$ cat config.mk
export PLATFORM = sky130hd
export DESIGN_NAME = mem_access_unit_flat
export DESIGN_NICKNAME = d
export VERILOG_FILES = /design/src/rtl/mem_access_unit_if.sv /design/src/rtl/mem_access_unit.sv /design/src/flat_wrapper.sv
export SDC_FILE = /design/constraint.sdc
export NUM_CORES = 1
export LEC_CHECK = 0
export CAP_MARGIN = 10
export CORE_MARGIN = 2
export CORE_UTILIZATION = 40
export CTS_CLUSTER_SIZE = 30
export DETAILED_ROUTE_END_ITERATION = 12
export PLACE_DENSITY = 0.68
export SETUP_SLACK_MARGIN = 0.05
export SYNTH_ARGS = -nofsm -noshare
export SYNTH_HDL_FRONTEND = slang
export SYNTH_SLANG_ARGS = --single-unit
$ cat constraint.sdc
create_clock -name clk -period 7.2 [get_ports clk]
set_input_delay 1.44 -clock clk [delete_from_list [all_inputs] [get_ports clk]]
set_output_delay 1.44 -clock clk [all_outputs]
set_load 0.02 [all_outputs]
$ cat src/rtl/mem_access_unit_if.sv
// Request/response bus between the core and the load/store unit, plus the
// word-wide data memory port the unit drives.
interface mem_access_unit_if;
   logic        req_valid;
   logic        req_ready;
   logic        mem_read;
   logic        mem_write;
   logic [1:0]  size;
   logic        sign_ext;
   logic [31:0] address;
   logic [31:0] write_data;
   logic [31:0] load_data;
   logic        done;
   logic        addr_error;
   logic [7:0]  dm_address;
   logic [31:0] dm_write_data;
   logic        dm_mem_write;
   logic        dm_mem_read;
   logic [31:0] dm_read_data;

   modport slave (
      input  req_valid, mem_read, mem_write, size, sign_ext, address, write_data, dm_read_data,
      output req_ready, load_data, done, addr_error, dm_address, dm_write_data, dm_mem_write, dm_mem_read
   );

   modport master (
      output req_valid, mem_read, mem_write, size, sign_ext, address, write_data, dm_read_data,
      input  req_ready, load_data, done, addr_error, dm_address, dm_write_data, dm_mem_write, dm_mem_read
   );
endinterface

$ cat src/rtl/mem_access_unit.sv
// Load/store sequencer: maps data-segment byte addresses to word indices,
// does subword stores as read-modify-write and rejects bad accesses.
module mem_access_unit #(
   parameter int          DATA_WIDTH  = 32,
   parameter logic [31:0] DATA_BASE   = 32'h10010000,
   parameter int          DEPTH_WORDS = 256
) (
   input logic              clk,
   input logic              reset,
   mem_access_unit_if.slave bus
);

   localparam logic [31:0] SPAN_BYTES = 32'(4 * DEPTH_WORDS);

   typedef enum logic [1:0] {IDLE, READ, WRITE, RESP} state_t;

   state_t                  state_q, state_d;
   logic                    err_q, err_d;
   logic                    op_read_q, op_read_d;
   logic [7:0]              index_q, index_d;
   logic [DATA_WIDTH-1:0]   load_data_q, load_data_d;
   logic [DATA_WIDTH-1:0]   rdata_q, rdata_d;
   logic [DATA_WIDTH-1:0]   wdata_q, wdata_d;
   logic [1:0]              size_q, size_d;
   logic                    sign_ext_q, sign_ext_d;
   logic [1:0]              lane_q, lane_d;

   logic [31:0]             offset;
   logic                    req_err;
   logic                    accept;

   // Replace only the addressed byte/half lane of the captured word.
   function automatic logic [31:0] merge_lane(input logic [31:0] word, input logic [31:0] data,
                                              input logic [1:0] sz, input logic [1:0] lane);
      logic [31:0] res;
      res = word;
      case (sz)
         2'b00:   res[{lane, 3'b000} +: 8]      = data[7:0];
         2'b01:   res[{lane[1], 4'b0000} +: 16] = data[15:0];
         default: res                           = data;
      endcase
      return res;
   endfunction

   function automatic logic [31:0] extract_lane(input logic [31:0] word, input logic [1:0] sz,
                                                input logic [1:0] lane, input logic sext);
      logic signed [7:0]  b;
      logic signed [15:0] h;
      b = word[{lane, 3'b000} +: 8];
      h = word[{lane[1], 4'b0000} +: 16];
      case (sz)
         2'b00:   return sext ? 32'(b) : {24'd0, b};
         2'b01:   return sext ? 32'(h) : {16'd0, h};
         default: return word;
      endcase
   endfunction

   // Unsigned subtraction makes addresses below the base wrap to huge offsets.
   assign offset  = bus.address - DATA_BASE;
   assign req_err = (offset >= SPAN_BYTES)
                 || (bus.size == 2'b01 && bus.address[0])
                 || (bus.size == 2'b10 && bus.address[1:0] != 2'b00)
                 || (bus.size == 2'b11)
                 || (bus.mem_read && bus.mem_write);
   assign accept  = bus.req_valid && (state_q == IDLE) && (bus.mem_read || bus.mem_write);

   always_comb begin
      state_d     = state_q;
      err_d       = err_q;
      op_read_d   = op_read_q;
      index_d     = index_q;
      load_data_d = load_data_q;
      rdata_d     = rdata_q;
      wdata_d     = wdata_q;
      size_d      = size_q;
      sign_ext_d  = sign_ext_q;
      lane_d      = lane_q;
      case (state_q)
         IDLE: begin
            if (accept) begin
               err_d      = req_err;
               op_read_d  = bus.mem_read;
               index_d    = offset[9:2];
               size_d     = bus.size;
               sign_ext_d = bus.sign_ext;
               lane_d     = bus.address[1:0];
               wdata_d    = bus.write_data;
               if (req_err)
                  state_d = RESP;
               else if (bus.mem_read || bus.size != 2'b10)
                  state_d = READ;
               else
                  state_d = WRITE;
            end
         end
         READ: begin
            if (op_read_q) begin
               load_data_d = extract_lane(bus.dm_read_data, size_q, lane_q, sign_ext_q);
               state_d     = RESP;
            end else begin
               rdata_d = bus.dm_read_data;
               state_d = WRITE;
            end
         end
         WRITE:   state_d = RESP;
         RESP:    state_d = IDLE;
         default: state_d = IDLE;
      endcase
   end

   // Control state: reset forces IDLE and kills any pending memory write.
   always_ff @(posedge clk or posedge reset) begin
      if (reset) begin
         state_q     <= IDLE;
         err_q       <= 1'b0;
         op_read_q   <= 1'b0;
         index_q     <= '0;
         load_data_q <= '0;
      end else begin
         state_q     <= state_d;
         err_q       <= err_d;
         op_read_q   <= op_read_d;
         index_q     <= index_d;
         load_data_q <= load_data_d;
      end
   end

   // Request payload: only consumed in states entered after an accept.
   always_ff @(posedge clk) begin
      rdata_q    <= rdata_d;
      wdata_q    <= wdata_d;
      size_q     <= size_d;
      sign_ext_q <= sign_ext_d;
      lane_q     <= lane_d;
   end

   assign bus.req_ready     = (state_q == IDLE);
   assign bus.done          = (state_q == RESP);
   assign bus.addr_error    = (state_q == RESP) && err_q;
   assign bus.load_data     = load_data_q;
   assign bus.dm_mem_read   = (state_q == READ);
   assign bus.dm_mem_write  = (state_q == WRITE);
   assign bus.dm_address    = (state_q == READ || state_q == WRITE) ? index_q : 8'd0;
   assign bus.dm_write_data = (state_q != WRITE) ? 32'd0
                            : (size_q == 2'b10)  ? wdata_q
                            : merge_lane(rdata_q, wdata_q, size_q, lane_q);

endmodule

$ cat src/flat_wrapper.sv
// flat-port wrapper written by rule: the top's interface ports become plain ports
module mem_access_unit_flat 
#(
   parameter int          DATA_WIDTH  = 32,
   parameter logic [31:0] DATA_BASE   = 32'h10010000,
   parameter int          DEPTH_WORDS = 256
)
  (clk, reset, bus_req_valid, bus_mem_read, bus_mem_write, bus_size, bus_sign_ext, bus_address, bus_write_data, bus_dm_read_data, bus_req_ready, bus_load_data, bus_done, bus_addr_error, bus_dm_address, bus_dm_write_data, bus_dm_mem_write, bus_dm_mem_read);
  mem_access_unit_if bus_i ();
  input logic clk;
  input logic reset;
  input wire logic [$bits(bus_i.req_valid)-1:0] bus_req_valid;
  input wire logic [$bits(bus_i.mem_read)-1:0] bus_mem_read;
  input wire logic [$bits(bus_i.mem_write)-1:0] bus_mem_write;
  input wire logic [$bits(bus_i.size)-1:0] bus_size;
  input wire logic [$bits(bus_i.sign_ext)-1:0] bus_sign_ext;
  input wire logic [$bits(bus_i.address)-1:0] bus_address;
  input wire logic [$bits(bus_i.write_data)-1:0] bus_write_data;
  input wire logic [$bits(bus_i.dm_read_data)-1:0] bus_dm_read_data;
  output wire logic [$bits(bus_i.req_ready)-1:0] bus_req_ready;
  output wire logic [$bits(bus_i.load_data)-1:0] bus_load_data;
  output wire logic [$bits(bus_i.done)-1:0] bus_done;
  output wire logic [$bits(bus_i.addr_error)-1:0] bus_addr_error;
  output wire logic [$bits(bus_i.dm_address)-1:0] bus_dm_address;
  output wire logic [$bits(bus_i.dm_write_data)-1:0] bus_dm_write_data;
  output wire logic [$bits(bus_i.dm_mem_write)-1:0] bus_dm_mem_write;
  output wire logic [$bits(bus_i.dm_mem_read)-1:0] bus_dm_mem_read;
  assign bus_i.req_valid = bus_req_valid;
  assign bus_i.mem_read = bus_mem_read;
  assign bus_i.mem_write = bus_mem_write;
  assign bus_i.size = bus_size;
  assign bus_i.sign_ext = bus_sign_ext;
  assign bus_i.address = bus_address;
  assign bus_i.write_data = bus_write_data;
  assign bus_i.dm_read_data = bus_dm_read_data;
  assign bus_req_ready = bus_i.req_ready;
  assign bus_load_data = bus_i.load_data;
  assign bus_done = bus_i.done;
  assign bus_addr_error = bus_i.addr_error;
  assign bus_dm_address = bus_i.dm_address;
  assign bus_dm_write_data = bus_i.dm_write_data;
  assign bus_dm_mem_write = bus_i.dm_mem_write;
  assign bus_dm_mem_read = bus_i.dm_mem_read;
  mem_access_unit #(.DATA_WIDTH(DATA_WIDTH), .DATA_BASE(DATA_BASE), .DEPTH_WORDS(DEPTH_WORDS)) u_core (.clk(clk), .reset(reset), .bus(bus_i));
endmodule
# ---- Word level (Yosys, flattened, before mapping)
# Index checks and enable logic that the tools add are counted.
# W data, S select, Z words.
dict set report classes {
  bitwise_logic 1
  reduce_logical 19
  n_addsub 3
  n_eq_ne 11
  n_shift 6
  n_mux 14
  magnitude_cmp 1
}
# operator n
set ops {}
lappend ops {{$mux W32} 4}
lappend ops {{$pmux W32 S2} 2}
lappend ops {{$bwmux W32} 2}
lappend ops {{$ge A32 B11 Y1 const B} 1}
lappend ops {{$shift A16 B7 Y32 const A} 1}
lappend ops {{$shift A8 B7 Y32 const A} 1}
lappend ops {{$shiftx A16 B7 Y32} 1}
lappend ops {{$shiftx A32 B6 Y16} 1}
lappend ops {{$shiftx A32 B6 Y8} 1}
lappend ops {{$shiftx A8 B7 Y32} 1}
lappend ops {{$sub A32 B29 Y32 const B} 1}
lappend ops {{$neg A5 Y7} 2}
lappend ops {{$eq A2 B2 Y1 const B} 5}
lappend ops {{$mux W8} 1}
lappend ops {{$pmux W2 S4} 1}
lappend ops {{$logic_or A1 B1 Y1} 7}
lappend ops {{$eq A2 B1 Y1 const B} 3}
lappend ops {{$logic_and A1 B1 Y1} 6}
lappend ops {{$mux W2} 3}
lappend ops {{$reduce_and A2 Y1} 3}
lappend ops {{$logic_not A2 Y1} 2}
lappend ops {{$ne A2 B2 Y1 const B} 2}
lappend ops {{$ne A2 B1 Y1 const B} 1}
lappend ops {{$reduce_bool A2 Y1} 1}
lappend ops {{2 further kinds} 2}
dict set report word_totals {
  word_cells 65
  in_bits 104
  regBits 113
  output_inout_bits 77
}

# ---- Logic depth before layout (Yosys ltp)
# Gate-level depths: netlist of run 1.
dict set report logic_depth {
  depth_word 9
  mapped_depth 8
  ltp_nobuf 6
}

# ---- Worst setup path after synthesis of run 1
# Ideal clock, no wire load.
dict set report synth_path {
  kind {reg-to-output}
  startpoint {register u_core.lane_q[1]}
  endpoint {output port bus_dm_write_data[17]}
  t_arrival_ns 2.235
  t_required_ns 5.760
  n_path_buf 2
  path_stages_with_launch 8
  setup_slack_ns 3.525
  cell_sequence {edfxtp_1 buf_6 clkinv_1 ha_1 and4bb_2 clkbuf_1 nand2_1 a211oi_1}
}
dict set report synth_via {
  elab_chain_len 6
  word_cells_on_any_way 11
  classes_between {add/sub: 2; shift: 4; mux: 5}
}
# element line
set synth_rtl {}
lappend synth_rtl {{start, declared} mem_access_unit.sv:26} ;# logic [1:0] lane_q, lane_d;
lappend synth_rtl {{start signal, assigned} mem_access_unit.sv:134} ;# lane_q <= lane_d;
lappend synth_rtl {{$neg A5 Y7 (on tied branches)} {mem_access_unit.sv:39, mem_access_unit.sv:38}}
lappend synth_rtl {{$shiftx A16 B7 Y32, or another cell as far along} mem_access_unit.sv:39} ;# 2'b01: res[{lane[1], 4'b0000} +: 16] = data[15:0];
lappend synth_rtl {{$bwmux W32 (on tied branches)} {mem_access_unit.sv:39, mem_access_unit.sv:38}}
lappend synth_rtl {{$pmux W32 S2 (*)} mem_access_unit.sv:37} ;# case (sz)
lappend synth_rtl {{$mux W32 (*)} mem_access_unit.sv:145} ;# : (size_q == 2'b10) ? wdata_q
lappend synth_rtl {{$mux W32 (*)} mem_access_unit.sv:144} ;# assign bus.dm_write_data = (state_q != WRITE) ? 32'd0
lappend synth_rtl {{end, declared} flat_wrapper.sv:25} ;# output wire logic [$bits(bus_i.dm_write_data)-1:0] bus_dm_write_data;
# Every way passes the cells marked *; elsewhere a longest branch is shown, timed or not.

# ---- Worst setup path after layout of run 1
dict set report layout_path {
  startpoint {register u_core.lane_q[0]}
  endpoint {output port bus_dm_write_data[26]}
}
dict set report layout_via {
  elab_chain_len 6
  word_cells_on_any_way 7
  classes_between {add/sub: 1; shift: 2; mux: 4}
}
# element line
set layout_rtl {}
lappend layout_rtl {{$neg A5 Y7 (*)} mem_access_unit.sv:38} ;# 2'b00: res[{lane, 3'b000} +: 8] = data[7:0];
lappend layout_rtl {{$shiftx A8 B7 Y32 or $shift A8 B7 Y32 (tied branches)} mem_access_unit.sv:38}
lappend layout_rtl {{$bwmux W32 (*)} mem_access_unit.sv:38}
lappend layout_rtl {{$pmux W32 S2 (*)} mem_access_unit.sv:37}
lappend layout_rtl {{$mux W32 (*)} mem_access_unit.sv:145}
lappend layout_rtl {{$mux W32 (*)} mem_access_unit.sv:144}
# Marks and branches as above.

==> results of run 1 <==
power groups by stage:
stage / Clock (uW) / Combinational, uW / Sequential, uW
floorplan: 0 / 662 / 1120
global placement: 0 / 1320 / 1040
detailed placement: 0 / 1340 / 1040
CTS: 877 / 1350 / 1040
global route: 907 / 1450 / 1060
finish: 864 / 1340 / 1040
cells in the final DEF (no fill, tap or decap), types with 3 or more instances in the layout:
cell type / n
sky130_fd_sc_hd__clkbuf_1: 3
sky130_fd_sc_hd__dfrtp_1: 44
sky130_fd_sc_hd__and2_1: 10
sky130_fd_sc_hd__nor2_1: 34
sky130_fd_sc_hd__clkdlybuf4s50_1: 180
sky130_fd_sc_hd__nor2b_1: 12
sky130_fd_sc_hd__nor4_1: 4
sky130_fd_sc_hd__or3_1: 13
sky130_fd_sc_hd__a22oi_1: 23
sky130_fd_sc_hd__a221o_1: 23
sky130_fd_sc_hd__a21oi_2: 9
sky130_fd_sc_hd__clkinv_1: 3
sky130_fd_sc_hd__clkbuf_16: 22
sky130_fd_sc_hd__a211o_1: 6
sky130_fd_sc_hd__mux2i_1: 24
sky130_fd_sc_hd__mux2_2: 8
sky130_fd_sc_hd__buf_4: 8
sky130_fd_sc_hd__inv_1: 10
sky130_fd_sc_hd__o2bb2ai_1: 8
sky130_fd_sc_hd__clkbuf_8: 3
sky130_fd_sc_hd__o22ai_1: 9
sky130_fd_sc_hd__nand2_1: 67
sky130_fd_sc_hd__o21ai_0: 26
sky130_fd_sc_hd__a21oi_1: 53
sky130_fd_sc_hd__and3_1: 8
sky130_fd_sc_hd__and3b_1: 7
sky130_fd_sc_hd__a211oi_1: 3
sky130_fd_sc_hd__ha_1: 9
sky130_fd_sc_hd__edfxtp_1: 69
logic make-up after synthesis:
| logic type | count (synthesis) | share of synthesized area, % |
|---|---|---|
| muxes | 34 | 6.214 |
| and+or+nand+nor | 173 | 14.46 |
| AOI/OAI and AO/OA | 174 | 20.59 |
| buffers and inverters | 55 | 4.205 |
| DFF | 113 | 52.53 |
| adders and majority gates | 9 | 1.864 |
| xor gates and xnor gates | 1 | 0.1450 |
registers in the layout (all words and copies together) (netlist names), 2 cells and up:
register              count
u_core.state_q            2
u_core.rdata_q           32
u_core.wdata_q           32
u_core.bus.load_data     32
u_core.lane_q             2
u_core.size_q             2
u_core.index_q            8
worst max-delay path: stages, from the launching register on:
cell and delay [ps]:
sky130_fd_sc_hd__edfxtp_1 720, sky130_fd_sc_hd__inv_1 190, sky130_fd_sc_hd__ha_1 420, sky130_fd_sc_hd__nor4bb_1 360, sky130_fd_sc_hd__buf_4 230, sky130_fd_sc_hd__a221o_1 160
sky130_fd_sc_hd__a22oi_1 60, sky130_fd_sc_hd__nor2_1 170, sky130_fd_sc_hd__clkdlybuf4s50_1 630
cell type report:
class | count | area (um2) | area share, %
inverters | 14 | 52.55 | 0.6136
flip-flops and latches | 113 | 3173 | 37.05
repair buffers | 188 | 1862 | 21.74
clock inverters | 4 | 27.53 | 0.3214
well taps | 184 | 230.2 | 2.688
multi-input cells | 391 | 2616 | 30.55
clock buffers | 28 | 603.1 | 7.042
per-stage QoR:
stage	worst slack (ps)	total power, uW	instance area (um2)
after CTS	2400	3261	8564
after global routing	2246	3418	8564
after global placement	3031	2357	7934
after floorplan	3525	1781	6041
final	2400	3239	8564
after detailed placement	2960	2380	7934
metal layers:
metal / wire length (um) / vias up
met2: 8520 / 281
met3: 1515 / 31
met4: 363 / 0
met1: 8002 / 2474
met5: 0 / -
li1: - / 2428
worst max path at each step:
stage	from	end	slack, ps	cells after the start
6_report	u_core.lane_q[0]	bus_dm_write_data[26]	2400	8
5_1_grt	u_core.lane_q[0]	bus_dm_write_data[26]	2250	8
4_1_cts	u_core.lane_q[0]	bus_dm_write_data[26]	2400	8
3_5_place_dp	u_core.lane_q[0]	bus_dm_write_data[31]	2960	8
3_3_place_gp	u_core.size_q[1]	bus_dm_write_data[17]	3030	6
2_1_floorplan	u_core.lane_q[1]	bus_dm_write_data[17]	3530	7
==> results by group, run 1 <==
Floorplan
  – Row count: 44
  – CORE AREA: 14640 um2
  – Top-Level Pins: 181
  – Die outline area: 16100 um2
  – Die outline width: 126.9 um
  – Vertical die dimension: 126.9 um
  – Effective utilization at floorplan: 41.25%

Placement
  – Placed Instances: 890
  – # port buffers: 180
  – Detailed-placement wirelength estimate: 12820 um
  – Final Wtd Congestion: 0.8340

Detailed routing
  – Detailed-route vias per instance: 5.655
  – Remaining antenna violation count after routing: 0
  – Sum of routed wire length over all layers: 18400 um
  – Detail-routed net length per standard cell: 19.96 um
  – Number of vias after detailed routing: 5214
  – Detailed Routing Iterations Pass 1: 5
  – DRC Markers: 0
  – Count of routing violations after the opening detailed-route iteration: 582

Logic synthesis
  – Cell area after technology mapping: 6041 um2
  – Library cell with the largest summed area after synthesis: sky130_fd_sc_hd__edfxtp_1
  – Number of synthesized flops with an enable pin: 69
  – Nets in the synthesized netlist: 672
  – Number of synthesized register bits: 113
  – Area contributors post-synth: sky130_fd_sc_hd__edfxtp_1, sky130_fd_sc_hd__dfrtp_1, sky130_fd_sc_hd__a21oi_1, sky130_fd_sc_hd__nand2_1, sky130_fd_sc_hd__mux2i_1
  – Top-area cell type share of the netlist area: 34.30%
  – Unique masters post-synth: 57
  – Number of warning messages in the yosys log: 0
  – Most common cell in the netlist: sky130_fd_sc_hd__edfxtp_1
  – Sequential cell area fraction in the yosys report: 52.53%
  – Number of cells produced by synthesis: 559
  – Async SR Flop Fraction: 38.94%
  – Synth Area per Inst: 10.81 um2
  – Top_reg_cell synth: sky130_fd_sc_hd__edfxtp_1
  – Top cells by instance count after synthesis: sky130_fd_sc_hd__edfxtp_1, sky130_fd_sc_hd__nand2_1, sky130_fd_sc_hd__a21oi_1

Clock network
  – Clock Path Buffers: 2
  – Number of post-CTS setup repair buffers: 0
  – Number of buffers created by CTS: 17
  – Hold buffers post-CTS: 0
  – Clock tree from TritonCTS: yes
  – Clock root buffer master: sky130_fd_sc_hd__clkbuf_16
  – Clk sinks: 113
  – H-tree depth: 4
  – Clock edge transition at the registers on the reported setup and hold paths: 60 ps
  – Post-cts gate resize count: 0
  – Insertion delay to the later sink of the worst-skew pair: 420 ps

Global routing
  – Wire length of the first global-routing pass: 28750 um
  – Number of antenna violations at the first check in global routing: 0
  – Met3 capacity usage during global routing: 6.833%
  – M2 GR Usage: 35.74%
  – Total congestion overflow: 0
  – Most used routing layer: met2
  – Global-route total usage across every layer: 23.20%
  – Pin count of the biggest net entering global routing: 87
  – Via count of the first global-routing pass: 5149
  – Met1 capacity usage during global routing: 31.53%

Min path
  – Hold-critical path depth: 2
  – Worst hold path class: flop to flop
  – Worst hold start: u_core.index_q[6]
  – Hold Path End: u_core.index_q[6]

Pwr
  – Cell leakage power: 0.003252 uW
  – Worst-case vdd ir drop: 233.0 uV
  – Portion of total power attributed to the clock network: 26.7%
  – Total net switching power: 1154 uW
  – Power density over cell area: 378.2 nW/um2
  – Sw frac: 35.63%
  – Share of power burned in combinational logic: 41.2%
  – Sequential power share: 32.1%
  – Internal Pwr Total: 2085 uW

Layout
  – Post-layout instance count excluding filler cells: 922
  – Share of layout cells above drive strength 1: 8.808%
  – Syn-to-layout area delta: 41.78%
  – Final core utilization: 58.48%
  – Final nets: 838
  – Fillers: 1226
  – Antenna diode instance count: 0

STA
  – Clock tree skew after final layout: 9.121 ps
  – FMAX: 208.3 MHz
  – Pins Over Slew Limit: 0
  – Final number of hold-violating endpoints: 0
  – Worst slew margin relative to its limit: 22.92%
  – Worst hold-check slack: 468.4 ps
  – Number of setup violations in the final report: 0
  – Minimum clock period after layout: 4800 ps
  – Portion of the clock cycle consumed by the worst path in the final layout: 66.67%
  – Setup total negative slack: 0 ps
  – Transition time of the tightest slew-check pin: 1156 ps
  – Unrepaired setup endpoints after global routing: no

Setup path
  – Max FO, Critical Path: 17
  – Reg-to-reg slack, setup: 4670 ps
  – CP required: 5760 ps
  – Crit path capture type: output pin
  – Reg2reg start: u_core.size_q[1]
  – Number of cells on the worst reg-to-reg path: 4
  – Crit path launch type: flop
  – Destination of the worst register-to-register timing path: u_core.bus.load_data[28]
  – Worst setup path class: flop to output pin
  – Worst Path Arrival: 3360 ps

Status
  – Status: finished clean

Run
  – Max cap viols: 0
Power figures use the tool's default switching activity.
==> inputs of run 2 (changes only) <==
--- a/config.mk
+++ b/config.mk
@@ -10,7 +10,7 @@
 export CORE_UTILIZATION = 40
 export CTS_CLUSTER_SIZE = 30
 export DETAILED_ROUTE_END_ITERATION = 12
-export PLACE_DENSITY = 0.68
+export PLACE_DENSITY = 0.7
 export SETUP_SLACK_MARGIN = 0.05
 export SYNTH_ARGS = -nofsm -noshare
 export SYNTH_HDL_FRONTEND = slang
==> constraint.sdc (replaced) <==
create_clock -name clk -period 3.85 [get_ports clk]
set_input_delay 0.77 -clock clk [delete_from_list [all_inputs] [get_ports clk]]
set_output_delay 0.77 -clock clk [all_outputs]
set_load 0.02 [all_outputs]
==> results by group, run 2 (synthesis results as in run 1) <==
STA
  – Portion of the clock cycle consumed by the worst path in the final layout: 96.16%
  – FMAX: 270.1 MHz
  – Worst slew margin relative to its limit: 23.06%
  – Minimum clock period after layout: 3702 ps
  – Number of setup violations in the final report: 0
  – Worst Setup Slack, final: 147.7 ps
  – Transition time of the tightest slew-check pin: 1154 ps
  – Unrepaired setup endpoints after global routing: no
  – Clock tree skew after final layout: 8.897 ps
  – Pins Over Slew Limit: 0
  – Final number of hold-violating endpoints: 0

Detailed routing
  – Routed length on met3: 1373 um
  – Detail-routed net length per standard cell: 20.17 um
  – Sum of routed wire length over all layers: 18740 um
  – Detailed Routing Iterations Pass 1: 6
  – Count of routing violations after the opening detailed-route iteration: 520
  – Top routing layer in use: met4
  – DRC Markers: 0
  – Met2 wire length: 8627 um
  – Detailed-route vias per instance: 5.685
  – Remaining antenna violation count after routing: 0
  – Number of vias after detailed routing: 5281
  – Metal1 wirelength: 8175 um

Setup path
  – Worst Path Arrival: 2930 ps
  – CP required: 3080 ps
  – Crit path capture type: output pin
  – Crit path launch type: flop
  – Reg2reg start: u_core.state_q[1]
  – Max FO, Critical Path: 9
  – Number of cells on the worst reg-to-reg path: 5
  – Reg-to-reg slack, setup: 1550 ps
  – Worst setup path class: flop to output pin
  – Destination of the worst register-to-register timing path: u_core.bus.load_data[6]

Floorplan
  – Vertical die dimension: 126.9 um
  – Die outline width: 126.9 um
  – Effective utilization at floorplan: 41.25%
  – Row count: 44
  – Die outline area: 16100 um2
  – Top-Level Pins: 181
  – CORE AREA: 14640 um2

Run
  – Max cap viols: 0

Placement
  – # port buffers: 180
  – Detailed-placement wirelength estimate: 12720 um
  – DP Area: 7974 um2
  – Final Wtd Congestion: 0.8697
  – Place WS: 368.0 ps

Layout
  – Antenna diode instance count: 0
  – Post-route design area: 8652 um2
  – Most common library cell in the layout ignoring fill and taps: sky130_fd_sc_hd__clkdlybuf4s50_1
  – Share of layout cells above drive strength 1: 10.34%
  – Commonest non-fill, non-tap cells in the layout: sky130_fd_sc_hd__clkdlybuf4s50_1, sky130_fd_sc_hd__edfxtp_1, sky130_fd_sc_hd__nand2_1
  – Fillers: 1220
  – Syn-to-layout area delta: 43.23%
  – Final nets: 845

Global routing
  – Pin count of the biggest net entering global routing: 86
  – Via count of the first global-routing pass: 5164
  – Number of antenna violations at the first check in global routing: 0
  – Wire length of the first global-routing pass: 28550 um
  – Total congestion overflow: 0
  – Global-route total usage across every layer: 23.05%

Min path
  – Worst hold start: u_core.index_q[7]
  – Worst hold path class: flop to flop
  – Hold-critical path depth: 2
  – Hold Path End: u_core.index_q[7]

Clock network
  – Clock root buffer master: sky130_fd_sc_hd__clkbuf_16
  – Clk sinks: 113
  – Clock Path Buffers: 2
  – Clock edge transition at the registers on the reported setup and hold paths: 50 ps
  – Number of buffers created by CTS: 17
  – Insertion delay to the later sink of the worst-skew pair: 410 ps
  – Clock tree from TritonCTS: yes
  – H-tree depth: 4

Pwr
  – Power after layout: 6060 uW
  – Worst-case vdd ir drop: 579.6 uV
  – Cell leakage power: 0.003341 uW
  – Power density over cell area: 700.5 nW/um2

Status
  – Status: finished clean
-- run 2: what timing repair did --
item,4_1_cts,5_1_grt
gates cloned,0,1
gates resized for setup,1,13
hold buffers,0,0
setup endpoints to repair,26,32
buffers inserted,2,2
pin swaps,1,0
-- run 2: how the worst max path moves through the flow --
stage,startpoint,endpoint,slack [ps],cells after the start
after global routing,u_core.lane_q[1],bus_dm_write_data[24],50,8
after global placement,u_core.lane_q[1],bus_dm_write_data[31],440,8
after floorplan,u_core.lane_q[1],bus_dm_write_data[17],850,7
after detailed placement,u_core.lane_q[1],bus_dm_write_data[29],370,8
after CTS,u_core.lane_q[1],bus_dm_write_data[29],-80,8
final,u_core.lane_q[1],bus_dm_write_data[6],150,8
-- run 2: final cells by class --
class / count / area [um2] / share of cell area, %
clock buffers: 18 / 429.2 / 4.960
inverters: 14 / 60.06 / 0.6941
repair buffers: 195 / 1973 / 22.81
clock inverters: 14 / 166.4 / 1.923
multi-input cells: 391 / 2620 / 30.28
flip-flops and latches: 113 / 3173 / 36.67
well taps: 184 / 230.2 / 2.661
-- run 2: report_power, final --
| part | switching (uW) | internal, uW |
|---|---|---|
| Combinational | 1400 | 1150 |
| Clock | 560 | 1010 |
| Sequential | 242 | 1700 |
| Total | 2200 | 3860 |
-- run 2: per-stage QoR --
stage	hold slack [ps]	utilization [%]	std cells	setup TNS (ps)
2_1_floorplan	437.4	-	559	0
3_3_place_gp	453.1	54.45	892	0
3_5_place_dp	460.2	54.45	892	0
4_1_cts	476.7	58.64	926	-528.1
5_1_grt	501.7	59.08	929	0
6_report	480.4	59.08	929	0
-- run 2: critical path: stages, from the launching register on --
cell	delay, ps
sky130_fd_sc_hd__edfxtp_1	480
sky130_fd_sc_hd__clkinvlp_4	160
sky130_fd_sc_hd__ha_2	200
sky130_fd_sc_hd__clkinvlp_4	200
sky130_fd_sc_hd__o41ai_4	340
sky130_fd_sc_hd__buf_4	180
sky130_fd_sc_hd__o2bb2ai_1	150
sky130_fd_sc_hd__and3_1	210
sky130_fd_sc_hd__clkdlybuf4s50_1	600
-- run 2: per-layer routing --
metal / global-route usage (%) / up-vias
met3: 6.706 / 39
met5: 0 / -
met1: 30.73 / 2556
li1: - / 2455
met4: 9.114 / 0
met2: 35.55 / 231
==> inputs of run 3 (changes only) <==
--- a/config.mk
+++ b/config.mk
@@ -15,3 +15,4 @@
 export SYNTH_ARGS = -nofsm -noshare
 export SYNTH_HDL_FRONTEND = slang
 export SYNTH_SLANG_ARGS = --single-unit
+export TNS_END_PERCENT = 50
==> results of run 3 <==
No change in the layout: final DEF, timing and power equal those of run 2.
